<file path="config.mk">
export PLATFORM = sky130hd
export DESIGN_NAME = instr_stream_encoder
export DESIGN_NICKNAME = d
export VERILOG_FILES = /design/src/rtl/mips_isa_pkg.sv /design/src/rtl/instr_word_enc.sv /design/src/rtl/instr_stream_encoder.sv
export SDC_FILE = /design/constraint.sdc
export NUM_CORES = 1
export LEC_CHECK = 0
export BUFFER_PORTS_ARGS = -buffer_cell sky130_fd_sc_hd__buf_2
export CAP_MARGIN = 20
export CORE_MARGIN = 2
export CORE_UTILIZATION = 47
export CTS_CLUSTER_SIZE = 30
export DETAILED_ROUTE_END_ITERATION = 7
export PLACE_DENSITY = 0.86
export SLEW_MARGIN = 20
export SYNTH_ARGS = -nofsm -noshare
export SYNTH_HDL_FRONTEND = slang
export SYNTH_SLANG_ARGS = --single-unit
</file>
<file path="constraint.sdc">
create_clock -name clk -period 1.7 [get_ports clk]
set_input_delay 0.085 -clock clk [delete_from_list [all_inputs] [get_ports clk]]
set_output_delay 0.085 -clock clk [all_outputs]
set_load 0.01 [all_outputs]
</file>
<file path="src/rtl/mips_isa_pkg.sv">
// rtl/mips_isa_pkg.sv - MIPS opcode/funct constants, request kinds and encoder state shared with the decoder
package mips_isa_pkg;

  localparam logic [5:0] OP_RTYPE = 6'b000000;
  localparam logic [5:0] OP_LW    = 6'b100011;
  localparam logic [5:0] OP_SW    = 6'b101011;
  localparam logic [5:0] OP_ADDI  = 6'b001000;
  localparam logic [5:0] OP_ANDI  = 6'b001100;
  localparam logic [5:0] OP_ORI   = 6'b001101;
  localparam logic [5:0] OP_SLTI  = 6'b001010;
  localparam logic [5:0] OP_BEQ   = 6'b000100;
  localparam logic [5:0] OP_BNE   = 6'b000101;
  localparam logic [5:0] OP_J     = 6'b000010;

  localparam logic [5:0] FN_ADD = 6'b100000;
  localparam logic [5:0] FN_SUB = 6'b100010;
  localparam logic [5:0] FN_AND = 6'b100100;
  localparam logic [5:0] FN_OR  = 6'b100101;
  localparam logic [5:0] FN_SLT = 6'b101010;

  typedef enum logic [3:0] {
    K_ADD  = 4'd0,
    K_SUB  = 4'd1,
    K_AND  = 4'd2,
    K_OR   = 4'd3,
    K_SLT  = 4'd4,
    K_LW   = 4'd5,
    K_SW   = 4'd6,
    K_ADDI = 4'd7,
    K_ANDI = 4'd8,
    K_ORI  = 4'd9,
    K_SLTI = 4'd10,
    K_BEQ  = 4'd11,
    K_BNE  = 4'd12,
    K_J    = 4'd13
  } instr_kind_t;

  typedef enum logic {
    ST_IDLE = 1'b0,
    ST_LOAD = 1'b1
  } enc_state_t;

  function automatic logic is_branch(input logic [3:0] kind);
    return (kind == K_BEQ) || (kind == K_BNE) || (kind == K_J);
  endfunction

endpackage

</file>
<file path="src/rtl/instr_word_enc.sv">
// rtl/instr_word_enc.sv - combinational request-to-MIPS-word encoder with legality flag
module instr_word_enc
  import mips_isa_pkg::*;
(
  input  logic [3:0]  kind,
  input  logic [4:0]  rs,
  input  logic [4:0]  rt,
  input  logic [4:0]  rd,
  input  logic [15:0] imm,
  input  logic [25:0] target,
  output logic [31:0] word,
  output logic        legal
);

  always_comb begin
    word  = '0;
    legal = 1'b1;
    case (kind)
      K_ADD:   word = {OP_RTYPE, rs, rt, rd, 5'd0, FN_ADD};
      K_SUB:   word = {OP_RTYPE, rs, rt, rd, 5'd0, FN_SUB};
      K_AND:   word = {OP_RTYPE, rs, rt, rd, 5'd0, FN_AND};
      K_OR:    word = {OP_RTYPE, rs, rt, rd, 5'd0, FN_OR};
      K_SLT:   word = {OP_RTYPE, rs, rt, rd, 5'd0, FN_SLT};
      K_LW:    word = {OP_LW,   rs, rt, imm};
      K_SW:    word = {OP_SW,   rs, rt, imm};
      K_ADDI:  word = {OP_ADDI, rs, rt, imm};
      K_ANDI:  word = {OP_ANDI, rs, rt, imm};
      K_ORI:   word = {OP_ORI,  rs, rt, imm};
      K_SLTI:  word = {OP_SLTI, rs, rt, imm};
      K_BEQ:   word = {OP_BEQ,  rs, rt, imm};
      K_BNE:   word = {OP_BNE,  rs, rt, imm};
      K_J:     word = {OP_J, target};
      default: legal = 1'b0;
    endcase
  end

endmodule

</file>
<file path="src/rtl/instr_stream_encoder.sv">
// rtl/instr_stream_encoder.sv - streams encoded MIPS words into imem at auto-incrementing addresses
// Optional branch delay-slot NOP padding: INSTR_ENC_DELAY_SLOT_EN.
module instr_stream_encoder
  import mips_isa_pkg::*;
#(
  parameter int AW    = 6,
  parameter int DEPTH = 64
) (
  input  logic          clk,
  input  logic          reset,
  input  logic          start,
  input  logic [AW-1:0] base_addr,
  input  logic          finish,
  input  logic          in_valid,
  output logic          in_ready,
  input  logic [3:0]    in_kind,
  input  logic [4:0]    in_rs,
  input  logic [4:0]    in_rt,
  input  logic [4:0]    in_rd,
  input  logic [15:0]   in_imm,
  input  logic [25:0]   in_target,
  output logic          imem_we,
  output logic [AW-1:0] imem_addr,
  output logic [31:0]   imem_wd,
  output logic          busy,
  output logic          done,
  output logic [AW:0]   count,
  output logic          err_illegal,
  output logic          err_overflow
);

  localparam logic [AW:0] DEPTH_C = (AW+1)'(DEPTH);

  enc_state_t    state;
  logic [AW-1:0] ptr;
  logic [31:0]   enc_word;
  logic          enc_legal;
  logic          accept;
  logic          slot_ok;

  instr_word_enc u_enc (
    .kind   (in_kind),
    .rs     (in_rs),
    .rt     (in_rt),
    .rd     (in_rd),
    .imm    (in_imm),
    .target (in_target),
    .word   (enc_word),
    .legal  (enc_legal)
  );

`ifdef INSTR_ENC_DELAY_SLOT_EN
  localparam logic [AW:0] DEPTH_M1 = (AW+1)'(DEPTH - 1);
  logic nop_pend;
  logic fin_pend;
  // A branch needs two slots: itself plus its trailing NOP.
  assign slot_ok = !nop_pend && !(is_branch(in_kind) && (count >= DEPTH_M1));
`else
  assign slot_ok = 1'b1;
`endif

  assign in_ready = (state == ST_LOAD) && (count < DEPTH_C) && slot_ok;
  assign accept   = in_valid && in_ready;
  assign busy     = (state == ST_LOAD);

  always_ff @(posedge clk) begin
    if (!reset) begin
      state        <= ST_IDLE;
      ptr          <= '0;
      count        <= '0;
      imem_we      <= 1'b0;
      imem_addr    <= '0;
      imem_wd      <= '0;
      done         <= 1'b0;
      err_illegal  <= 1'b0;
      err_overflow <= 1'b0;
`ifdef INSTR_ENC_DELAY_SLOT_EN
      nop_pend     <= 1'b0;
      fin_pend     <= 1'b0;
`endif
    end else begin
      imem_we <= 1'b0;
      done    <= 1'b0;
      if (start) begin
        // Restart discards any request accepted in this same cycle.
        state        <= ST_LOAD;
        ptr          <= base_addr;
        count        <= '0;
        err_illegal  <= 1'b0;
        err_overflow <= 1'b0;
`ifdef INSTR_ENC_DELAY_SLOT_EN
        nop_pend     <= 1'b0;
        fin_pend     <= 1'b0;
`endif
      end else if (state == ST_LOAD) begin
        if (in_valid && (count == DEPTH_C)) err_overflow <= 1'b1;
        if (accept && !enc_legal)           err_illegal  <= 1'b1;
`ifdef INSTR_ENC_DELAY_SLOT_EN
        if (nop_pend) begin
          imem_we   <= 1'b1;
          imem_addr <= ptr;
          imem_wd   <= '0;
          ptr       <= ptr + 1'b1;
          count     <= count + 1'b1;
          nop_pend  <= 1'b0;
          if (finish || fin_pend) begin
            state    <= ST_IDLE;
            done     <= 1'b1;
            fin_pend <= 1'b0;
          end
        end else begin
          if (accept && enc_legal) begin
            imem_we   <= 1'b1;
            imem_addr <= ptr;
            imem_wd   <= enc_word;
            ptr       <= ptr + 1'b1;
            count     <= count + 1'b1;
            if (is_branch(in_kind)) nop_pend <= 1'b1;
          end
          if (finish) begin
            if (accept && enc_legal && is_branch(in_kind)) begin
              fin_pend <= 1'b1;
            end else begin
              state <= ST_IDLE;
              done  <= 1'b1;
            end
          end
        end
`else
        if (accept && enc_legal) begin
          imem_we   <= 1'b1;
          imem_addr <= ptr;
          imem_wd   <= enc_word;
          ptr       <= ptr + 1'b1;
          count     <= count + 1'b1;
        end
        if (finish) begin
          state <= ST_IDLE;
          done  <= 1'b1;
        end
`endif
      end
    end
  end

endmodule

</file>
== Word level (Yosys, flattened, before mapping) ==
Cells that the tools add are included.

* Bits of input ports: 72
* Bits in registers: 56

* Mux-type cells: 10
* $add $sub $neg: 2
* Order comparisons: 1
* Eq/ne operators: 14
* Bitwise logic cells: 3
* Reductions and logical operators: 17

{| class="wikitable"
|+ Operator list
! cell !! number
|-
| one-hot mux 32 bit (14 select lines) || 1
|-
| == test 4 bit, second input constant || 6
|-
| two-way mux 6 bit || 3
|-
| == test 4 x 3 -> 1 bit, second input constant || 4
|-
| OR reduction 14 bit || 1
|-
| == test 4 x 2 -> 1 bit, second input constant || 2
|-
| AND reduction 2 bit || 4
|-
| adder 7 x 1 -> 7 bit, second input constant || 1
|-
| == test 7 bit, second input constant || 1
|-
| < comparator 7 bit, second input constant || 1
|-
| adder 6 x 1 -> 6 bit, second input constant || 1
|-
| two-way mux 1 bit || 6
|-
| logical AND 1 bit || 5
|-
| == test 4 x 1 -> 1 bit, second input constant || 1
|-
| logical NOT 4 bit || 1
|-
| nonzero test 2 bit || 2
|-
| inverter 1 bit || 3
|-
| AND reduction 3 bit || 1
|-
| OR reduction 3 bit || 1
|-
| OR reduction 2 bit || 1
|-
| logical NOT 1 bit || 1
|}

== Depth between registers and ports, before layout ==
Gate-level depths: netlist of run 1.

* Word-level depth: 7
* Mapped depth: 7
* Mapped depth without buffers: 5

== Modules after synthesis ==
A second synthesis of run 1 with hierarchy kept.

* Cells, all modules: 373
* Area, all modules: 2992.9 µm²

{| class="wikitable"
|+ Modules (own cells, without submodules)
! module !! sequential area each (µm²) !! cells each !! area each (µm²) !! instances
|-
| instr_stream_encoder || 1121.1 || 269 || 2260.9 || 1
|-
| instr_word_enc || 0.0 || 104 || 732.0 || 1
|}

== Worst setup path before layout of run 1 ==
Ideal clock, no wire load.

* Path type: register -> register
* From: reg state, in the netlist busy
* To: reg imem_wd[10]
* Stages on the path, launching flop included: 7
* Path slack: 0.228 ns
* Data arrival time: 1.349 ns
* Buffers on the path: 2
* Required time: 1.577 ns
* Cell sequence: dfxtp_1 > and3b_1 > buf_2 > nand3_1 > buf_2 > a221oi_1 > nor2_1

* Longest elaborated chain between the ends: 4

{| class="wikitable"
|+ Ends and longest elaborated chain
! what !! line !! RTL
|-
| start: declaration || instr_stream_encoder.sv:34 || <nowiki>enc_state_t state;</nowiki>
|-
| start signal: assignment || instr_stream_encoder.sv:68 || <nowiki>state <= ST_IDLE;</nowiki>
|-
| start signal: assignment || instr_stream_encoder.sv:86 || <nowiki>state <= ST_LOAD;</nowiki>
|-
| start signal: assignment || instr_stream_encoder.sv:138 || <nowiki>state <= ST_IDLE;</nowiki>
|-
| logical AND 1 bit || instr_stream_encoder.sv:62 || <nowiki>assign in_ready = (state == ST_LOAD) && (count < DEPTH_C) && slot_ok;</nowiki>
|-
| logical AND 1 bit || instr_stream_encoder.sv:63 || <nowiki>assign accept = in_valid && in_ready;</nowiki>
|-
| logical AND 1 bit || instr_stream_encoder.sv:130 || <nowiki>if (accept && enc_legal) begin</nowiki>
|-
| AND reduction 3 bit (no line) * || - ||
|-
| end signal: assignment || instr_stream_encoder.sv:133 || <nowiki>imem_wd <= enc_word;</nowiki>
|-
| end: declaration || instr_stream_encoder.sv:24 || <nowiki>output logic [31:0] imem_wd,</nowiki>
|}

Mark *: on every way between the ends. The rest lies on a longest branch, timed or not.
A chain may end at the register's enable or synchronous reset.

== Final worst setup path of run 1 ==
* From: reg state, in the netlist busy
* To: reg ptr[1]

* Longest elaborated chain between the ends: 5
* Elaborated cells between the ends (all ways): 6

{| class="wikitable"
|+ Ends and longest elaborated chain
! what !! line !! RTL
|-
| logical AND 1 bit || instr_stream_encoder.sv:62 ||
|-
| logical AND 1 bit || instr_stream_encoder.sv:63 ||
|-
| logical AND 1 bit || instr_stream_encoder.sv:130 ||
|-
| nonzero test 2 bit (no line) || - ||
|-
| AND reduction 2 bit (no line) * || - ||
|-
| end signal: assignment || instr_stream_encoder.sv:87 || <nowiki>ptr <= base_addr;</nowiki>
|-
| end signal: assignment || instr_stream_encoder.sv:134 || <nowiki>ptr <= ptr + 1'b1;</nowiki>
|-
| end: declaration || instr_stream_encoder.sv:35 || <nowiki>logic [AW-1:0] ptr;</nowiki>
|}

Marks and branches as above.

==> results.yml, run 1 <==
yosys:
  syn_inst: 344
  synthFlopType: "dfxtp_1"
  seq_area_frac_synth_pct: 39.62
  synth_top_area_share_pct: 39.62
  yosys_register_bits: 55
  yosysWarnings: 0
  syn_nets: 419
  yosysTopAreaCell: "dfxtp_1"
  yosysMostFrequentCell: "dfxtp_1"
  synth.top_cells.by_count: "dfxtp_1, o21ai_0, nand2_1, a21oi_1, nor2_1"
  syn-cell-area_mm2: 0.002779
  synth-async-reset-ratio_pct: 0
  synth-edff-count: 0
  avgSynthCellArea_um2: 8.078
  yosys-top-cells-area: "dfxtp_1, o21ai_0, nand2_1, a21oi_1, a221oi_1"
  ys_types: 47
pwr:
  peakVddDrop_mv: 0.4601
  p_leak_nw: 1.686
  power_density_mw_per_mm2: 720.2
sta:
  setup_viol: 0
  worst_slew_pin_slew_ns: 0.6036
  rsz0062_at_grt: "false"
  final_hold_viol_count: 0
  finClkSkew_ns: 0.009343
  fmax_mhz: 646.0
  post-route-min-period_ns: 1.548
  finalCritPeriodShare_pct: 91.06
  slew_viol_final: 0
  fin_tns_setup_ns: 0
  relSlewSlack_pct: 59.33
setup_path:
  rrSetupSlack_ns: 0.15
  timing.rr.start: "busy"
  cp-end-kind: "flip-flop"
  critPathBufInv: 1
  r2r_cells: 5
  critPathMaxStageDelay_ns: 0.46
  worstPathCellList: "nand3b_1 > buf_4 > nor2_2 > mux2i_1 > a21oi_1"
  cp.required_ns: 1.90
  rr_endpoint: "ptr[1]"
  path_class: "reg2reg"
  cpLargestDelayFamily: "simple AND/OR/NAND/NOR gates"
  crit_slowest_cell: "dfxtp_1"
  start_kind: "flip-flop"
  cp_max_fo: 8
  arrival_ns: 1.75
global_route:
  grt_max_degree: 60
  grt_pass1_wl_mm: 11.92
  global_route.overflow_total: 0
  grt_pass1_vias: 2715
  antenna_found_initial: 0
  grt_usage_pct: 22.49
final_layout:
  nets: 530
  drive_gt1_share_pct: 32.02
  diodes: 0
  postLayoutCoreUtil_pct: 60.84
  syn2layout_area_growth_pct: 27.33
route:
  first_iter_violations: 193
  vias_per_cell: 5.554
  wl_per_cell_um: 14.15
  via_count: 2949
  ant_nets: 0
  wl_mm: 7.512
  first_pass_iters: 5
  drc: 0
cts:
  cts_sinks: 55
  cts_tree: "built"
  clk_pin_slew_ns: 0.11
  clock_path_buffers: 2
  clockRootBuffer: "clkbuf_8"
  cts_buffers: 5
  htree_levels: 2
  clk_latency_ns: 0.30
place:
  gp_congestion: 0.8703
  portBuffers: 121
  dp_hpwl_mm: 5.586
hold_path:
  hold_start: "finish"
  hp-class: "in2reg"
  whs_path_depth: 2
  min_to: "done"
floorplanning:
  die_h_um: 80.90
  core_mm2: 0.005816
  start_util_pct: 47.78
  die_width_um: 80.90
  rows: 28
  die-area_mm2: 0.006544
  ios: 123
status:
  status: "completed"
flow_run:
  drv_cap: 0
layer usage:
metal | track usage [%] | vias to the layer above | share of wire, %
li1 | - | 1458 | -
met1 | 28.00 | 1341 | 41
met2 | 38.35 | 130 | 48
met3 | 4.111 | 20 | 7.5
met4 | 8.983 | 0 | 2.9
met5 | 0 | - | 0
report_power, final:
part	switching, mW	total (mW)	internal, mW
sequential	0.0316	1.36	1.33
clock	0.447	0.743	0.297
combinational	0.243	0.443	0.200
cell type report:
type                    instances  area [um2]
fillers                       539        2277
multi-input cells             244        1484
flip-flops and latches         55        1101
repair buffers                133       708.2
well taps                      75       93.84
clock buffers                   5       68.82
inverters                      16       60.06
clock inverters                 3       22.52
placed cells by master (no fill, tap or decap), types with 7 or more instances in the layout:
cell        n
a21boi_1    8
nor2_1     23
nand2_1    34
o22ai_1    10
inv_1      16
dfxtp_1    55
buf_2     121
a22oi_1    10
nand3_1    10
buf_4      11
a221oi_1   13
a21oi_1    25
xnor2_1     7
o21ai_0    38
kinds of logic after synthesis:
logic type                 share of synthesized area (%)
AOI/OAI and AO/OA                                  28.37
and+or+nand+nor                                    17.51
DFF                                                39.62
buffers and inverters                              6.979
xor gates and xnor gates                           3.467
muxes                                              2.566
adders and majority gates                          1.351
other                                             0.1349
metrics by stage:
step	power (mW)	std cells	setup slack (ns)	area, um2	hold slack, ns
CTS	2.552	530	0.1314	3531	0.02208
global placement	1.813	522	0.2304	3440	0.3462
finish	2.548	531	0.1520	3538	0.02775
detailed placement	1.828	522	0.1577	3440	0.3461
floorplan	1.642	344	0.2283	2779	0.2153
global route	2.669	531	0.008719	3538	0.01983
worst max-delay path by stage:
stage / depth (start not counted) / startpoint / slack [ns] / to
finish: 5 / busy / 0.15 / ptr[1]
global route: 4 / busy / 0.009 / imem_wd[9]
CTS: 5 / busy / 0.13 / imem_wd[26]
detailed placement: 5 / busy / 0.16 / imem_wd[27]
global placement: 5 / busy / 0.23 / imem_wd[27]
floorplan: 6 / busy / 0.23 / imem_wd[10]
worst reg2reg max path: cells and delay by family (launching register included):
family          cells  cell delay [ns]
simple gates        2             0.48
buf+inv             1             0.19
mux                 1             0.23
flops               1             0.46
compound gates      1             0.09
timing repair:
item,in CTS,in global routing
hold buffers,0,0
gates resized for setup,0,0
setup buffers,0,1
endpoints found under the setup margin,0,3
state kept, by name, indices dropped and copies added (netlist names):
register      count
imem_wd          31
count             7
imem_addr         6
ptr               6
busy              1
done              1
err_illegal       1
err_overflow      1
imem_we           1
Note: power is estimated with default switching activity, not from simulation.
==> run 2: changes to the inputs <==
- CORE_ASPECT_RATIO: not set -> 0.75
- CORE_UTILIZATION: 47 -> 48
- RECOVER_POWER: not set -> 50
- SYNTH_HIERARCHICAL: not set -> 1
==> run 2 against run 1 <==
Net effect:
- register-to-register slack worse by 0.04 ns
- cell count grew 4.7%
- clock skew down 0.0061 ns
- synthesized area rose by 7.7%
- design area increased by 2.8%
- maximum frequency down 2.6%
- critical path type unchanged
- die area is 5.3% higher
==> results.yml, run 2 <==
status:
  status: "completed"
cts:
  clk_pin_slew_ns: 0.09
  post_cts_buffers: 0
  clockRootBuffer: "clkbuf_8"
  cts_buffers: 5
  clock_path_buffers: 2
  htree_levels: 2
  cts_hold_buf: 0
  clk_latency_ns: 0.30
  cts_sinks: 56
  cts_tree: "built"
  ctsResizeCount: 0
global_route:
  grt_max_degree: 40
  grt_pass1_wl_mm: 13.77
  global_route.overflow_total: 0
  grt_usage_pct: 24.90
  antenna_found_initial: 0
  grt_pass1_vias: 2937
pwr:
  power_density_mw_per_mm2: 689.3
  p_comb_share_pct: 18.1
  p_leak_nw: 1.389
  netSwitchingFraction_pct: 27.39
  peakVddDrop_mv: 0.3346
  p_int_mw: 1.820
  pwr-share-clk_pct: 27.3
  p_switching_mw: 0.6865
  p_seq_share_pct: 54.6
yosys:
  yosysWarnings: 6
  yosysTopAreaCell: "dfxtp_1"
  yosys-top-cells-area: "dfxtp_1, a21oi_1, o21ai_0, nand3_1, a22o_1"
  synth.top_cells.by_count: "dfxtp_1, a21oi_1, o21ai_0, nand3_1, clkbuf_1"
  synthFlopType: "dfxtp_1"
  seq_area_frac_synth_pct: 37.46
  avgSynthCellArea_um2: 8.024
  synth-async-reset-ratio_pct: 0
  syn_nets: 448
  yosysMostFrequentCell: "dfxtp_1"
  synth_top_area_share_pct: 37.46
  syn_inst: 373
  syn-cell-area_mm2: 0.002993
  synth-edff-count: 0
  ys_types: 51
  yosys_register_bits: 56
sta:
  fmax_mhz: 629.5
  worst_slack_ns: 0.1113
  setup_viol: 0
  post-route-min-period_ns: 1.589
  finClkSkew_ns: 0.003223
  fin_tns_setup_ns: 0
  finalCritPeriodShare_pct: 93.45
  slew_viol_final: 0
  rsz0062_at_grt: "false"
  fin_hold_ws_ns: 0.03815
  final_hold_viol_count: 0
place:
  gp_congestion: 0.8138
  pre_cts_ws_ns: 0.03562
  dp_hpwl_mm: 6.136
  numPlacedInstances: 549
  portBuffers: 122
setup_path:
  cp.required_ns: 1.92
  path_class: "reg2reg"
  start_kind: "flip-flop"
  cpLargestDelayFamily: "simple AND/OR/NAND/NOR gates"
  critPathMaxStageDelay_ns: 0.50
  cp.depth: 4
  worstPathCellList: "nand4b_4 > buf_4 > or3_1 > a31oi_1"
  cp_max_fo: 28
  crit_slowest_cell: "dfxtp_1"
  critPathBufInv: 1
  cp-end-kind: "flip-flop"
  arrival_ns: 1.81
  r2r_cells: 4
floorplanning:
  rows: 24
  core_mm2: 0.005916
  die_h_um: 72.39
  ios: 123
  die_width_um: 95.18
  start_util_pct: 50.59
  die-area_mm2: 0.006890
route:
  first_pass_iters: 5
  drc: 0
  via_count: 3243
  wl_mm: 8.460
  wl_per_cell_um: 15.22
  vias_per_cell: 5.833
  ant_nets: 0
  first_iter_violations: 173
final_layout:
  fillers: 554
  most-common-layout-cells: "buf_2, dfxtp_1, a21oi_1"
  top_regs: "imem_wd (32), count (7)"
  syn2layout_area_growth_pct: 21.49
  largest_reg_flops: 32
  regMostFlops: "imem_wd"
  mostFrequentLayoutCell: "buf_2"
  diodes: 0
  nets: 553
  fin_cells: 556
  drive_gt1_share_pct: 20.71
hold_path:
  hp-class: "in2reg"
  whs_path_depth: 2
flow_run:
  drv_cap: 0
==> run 2: cell count changes after synthesis, moves of 9 or more <==
cell / before / now
a21oi_1: 25 / 52
a221oi_1: 13 / 2
a22o_1: 5 / 14
a22oi_1: 10 / 1
nand2_1: 34 / 14
nand3_1: 10 / 45
nor2_1: 23 / 8
o21ai_0: 38 / 51
==> run 2: power by group through the flow <==
stage	registers [mW]	clock network, mW	logic [mW]
2_1_floorplan	1.40	0	0.281
3_3_place_gp	1.40	0	0.445
3_5_place_dp	1.40	0	0.459
4_1_cts	1.37	0.707	0.460
5_1_grt	1.37	0.750	0.503
6_report	1.37	0.684	0.454
==> run 2: layer usage <==
metal  global-route usage [%]  vias up  wire length (um)
met5                        0        -                 0
met1                    33.53     1496              3627
met3                    4.984       12               720
met4                    6.280        0               101
met2                    41.08      155              4010
li1                         -     1580                 -
==> run 2: through the flow <==
stage / power, mW / util, % / cell area (um2)
CTS: 2.534 / 62.78 / 3714
detailed placement: 1.856 / 61.46 / 3636
floorplan: 1.682 / - / 2993
global placement: 1.841 / 61.46 / 3636
global route: 2.626 / 61.46 / 3636
finish: 2.506 / 61.46 / 3636
==> run 2: area by class of cell <==
type | count | area [um2] | share of cell area (%)
Multi-Input combinational cell | 269 | 1627 | 44.73
Sequential cell | 56 | 1121 | 30.83
Timing Repair Buffer | 136 | 675.6 | 18.58
Tap cell | 78 | 97.59 | 2.684
Clock buffer | 6 | 72.57 | 1.996
Inverter | 10 | 37.54 | 1.032
Clock inverter | 1 | 5.005 | 0.1376
==> run 2: kinds of logic after synthesis <==
family,Yosys count,synth area share [%]
XOR/XNOR,3,1.129
multiplexers,6,2.049
adder cells (fa/ha/maj),3,1.254
AO/OA/AOI/OAI,156,31.31
other,1,0.1253
buffers and inverters,48,8.236
flip-flops,56,37.46
AND/OR/NAND/NOR,100,18.44
==> run 2: worst paths after layout <==
path         slack (ns)         from          end
max                0.11         busy       ptr[3]
min                0.04       finish         done
max reg2reg        0.11         busy       ptr[3]
min reg2reg        0.48  err_illegal  err_illegal
==> run 3: changes to the inputs <==
- MAX_ROUTING_LAYER: not set -> met4
- clock period: 1.7 -> 1.67 ns (I/O delays scaled with it)
==> run 3 against run 2 <==
Net effect:
- maximum frequency up 4.3%
- core utilization is 0.34 points higher
- routed wire length is 1.0% higher
- largest cell class unchanged
==> results.yml, run 3 (synthesis gave the netlist of run 2 again) <==
status:
  status: "completed"
floorplanning:
  die_h_um: 72.39
  rows: 24
  die-area_mm2: 0.006890
  core_mm2: 0.005916
  start_util_pct: 50.59
  die_width_um: 95.18
  ios: 123
sta:
  slew_viol_final: 0
  finClkSkew_ns: 0.007731
  fin_hold_ws_ns: 0.01728
  final_hold_viol_count: 0
  rsz0062_at_grt: "false"
  finalCritPeriodShare_pct: 91.23
  fmax_mhz: 656.4
  setup_viol: 0
  fin_tns_setup_ns: 0
  post-route-min-period_ns: 1.523
global_route:
  grt_pass1_vias: 2988
  antenna_found_initial: 0
  grt_max_degree: 40
  grt_usage_pct: 25.88
  grt_pass1_wl_mm: 13.82
  global_route.overflow_total: 0
final_layout:
  fillers: 552
  fin_cells: 558
  syn2layout_area_growth_pct: 22.16
  seq_area_mm2: 0.001121
  top_regs: "imem_wd (32), count (7)"
  regMostFlops: "imem_wd"
  nets: 554
  largest_reg_flops: 32
  drive_gt1_share_pct: 21.25
  postLayoutCoreUtil_pct: 61.80
  multiInputGateArea_mm2: 0.001627
  most-common-layout-cells: "buf_2, dfxtp_1, a21oi_1"
  diodes: 0
  mostFrequentLayoutCell: "buf_2"
cts:
  cts_sinks: 56
  clock_path_buffers: 2
  clockRootBuffer: "clkbuf_8"
  clk_pin_slew_ns: 0.10
  cts_hold_buf: 0
  cts_tree: "built"
  clk_latency_ns: 0.30
  ctsResizeCount: 0
  post_cts_buffers: 0
  cts_buffers: 5
  htree_levels: 2
pwr:
  p_leak_nw: 1.403
  design_power_total_mw: 2.586
  power_density_mw_per_mm2: 707.3
  peakVddDrop_mv: 0.3561
hold_path:
  hp-class: "in2reg"
flow_run:
  drv_cap: 0
route:
  first_iter_violations: 299
  wl_per_cell_um: 15.32
  vias_per_cell: 5.905
  via_count: 3295
  first_pass_iters: 5
  wl_mm: 8.548
  drc: 0
  ant_nets: 0
setup_path:
  cp-end-kind: "flip-flop"
  cp_max_fo: 21
  r2r_cells: 4
  arrival_ns: 1.77
  timing.rr.start: "busy"
  path_class: "reg2reg"
  cp.required_ns: 1.91
  start_kind: "flip-flop"
  rrSetupSlack_ns: 0.15
  critPathLaunch: "busy"
  endpoint: "ptr[3]"
  rr_endpoint: "ptr[3]"
place:
  dp_hpwl_mm: 6.300
  portBuffers: 122
  gp_congestion: 0.8402
  numPlacedInstances: 550
-- run 3: how the worst min path moves through the flow --
stage / from / to / slack [ns] / depth (start not counted)
2_1_floorplan: reset / ptr[1] / 0.22 / 2
3_3_place_gp: finish / done / 0.33 / 2
3_5_place_dp: finish / done / 0.34 / 2
4_1_cts: finish / done / 0.02 / 2
5_1_grt: finish / done / 0.02 / 2
6_report: finish / done / 0.02 / 2
-- run 3: report_power, final --
part           internal, mW  leakage (nW)  switching, mW
sequential             1.37         0.454         0.0281
combinational         0.202         0.901          0.261
clock                 0.294        0.0479          0.435
-- run 3: metal layers --
layer  vias to the layer above  GRT usage (%)  part of all wire (%)
met5                         -              -                     0
met4                         0          6.763                   1.3
met3                        14          4.465                   8.9
met2                       174          41.08                    47
met1                      1520          34.35                    43
li1                       1587              -                     -
-- run 3: critical path, cell delays in order (launching register included) --
cell and delay (ns):
dfxtp_1 0.51, nand4b_4 0.20, buf_4 0.24, or3_1 0.36, a31oi_1 0.15
-- run 3: area by class of cell --
type / count / area share, %
Clock buffer: 5 / 1.882
Clock inverter: 3 / 0.5133
Inverter: 10 / 1.027
Multi-Input combinational cell: 269 / 44.49
Sequential cell: 56 / 30.66
Tap cell: 78 / 2.669
Timing Repair Buffer: 137 / 18.75
-- run 3: through the flow --
stage	area, um2	setup WS, ns
after CTS	3719	0.1702
after detailed placement	3631	0.08446
after floorplan	2993	0.2003
after global placement	3631	0.1375
final	3656	0.1465
after global routing	3656	0.07076
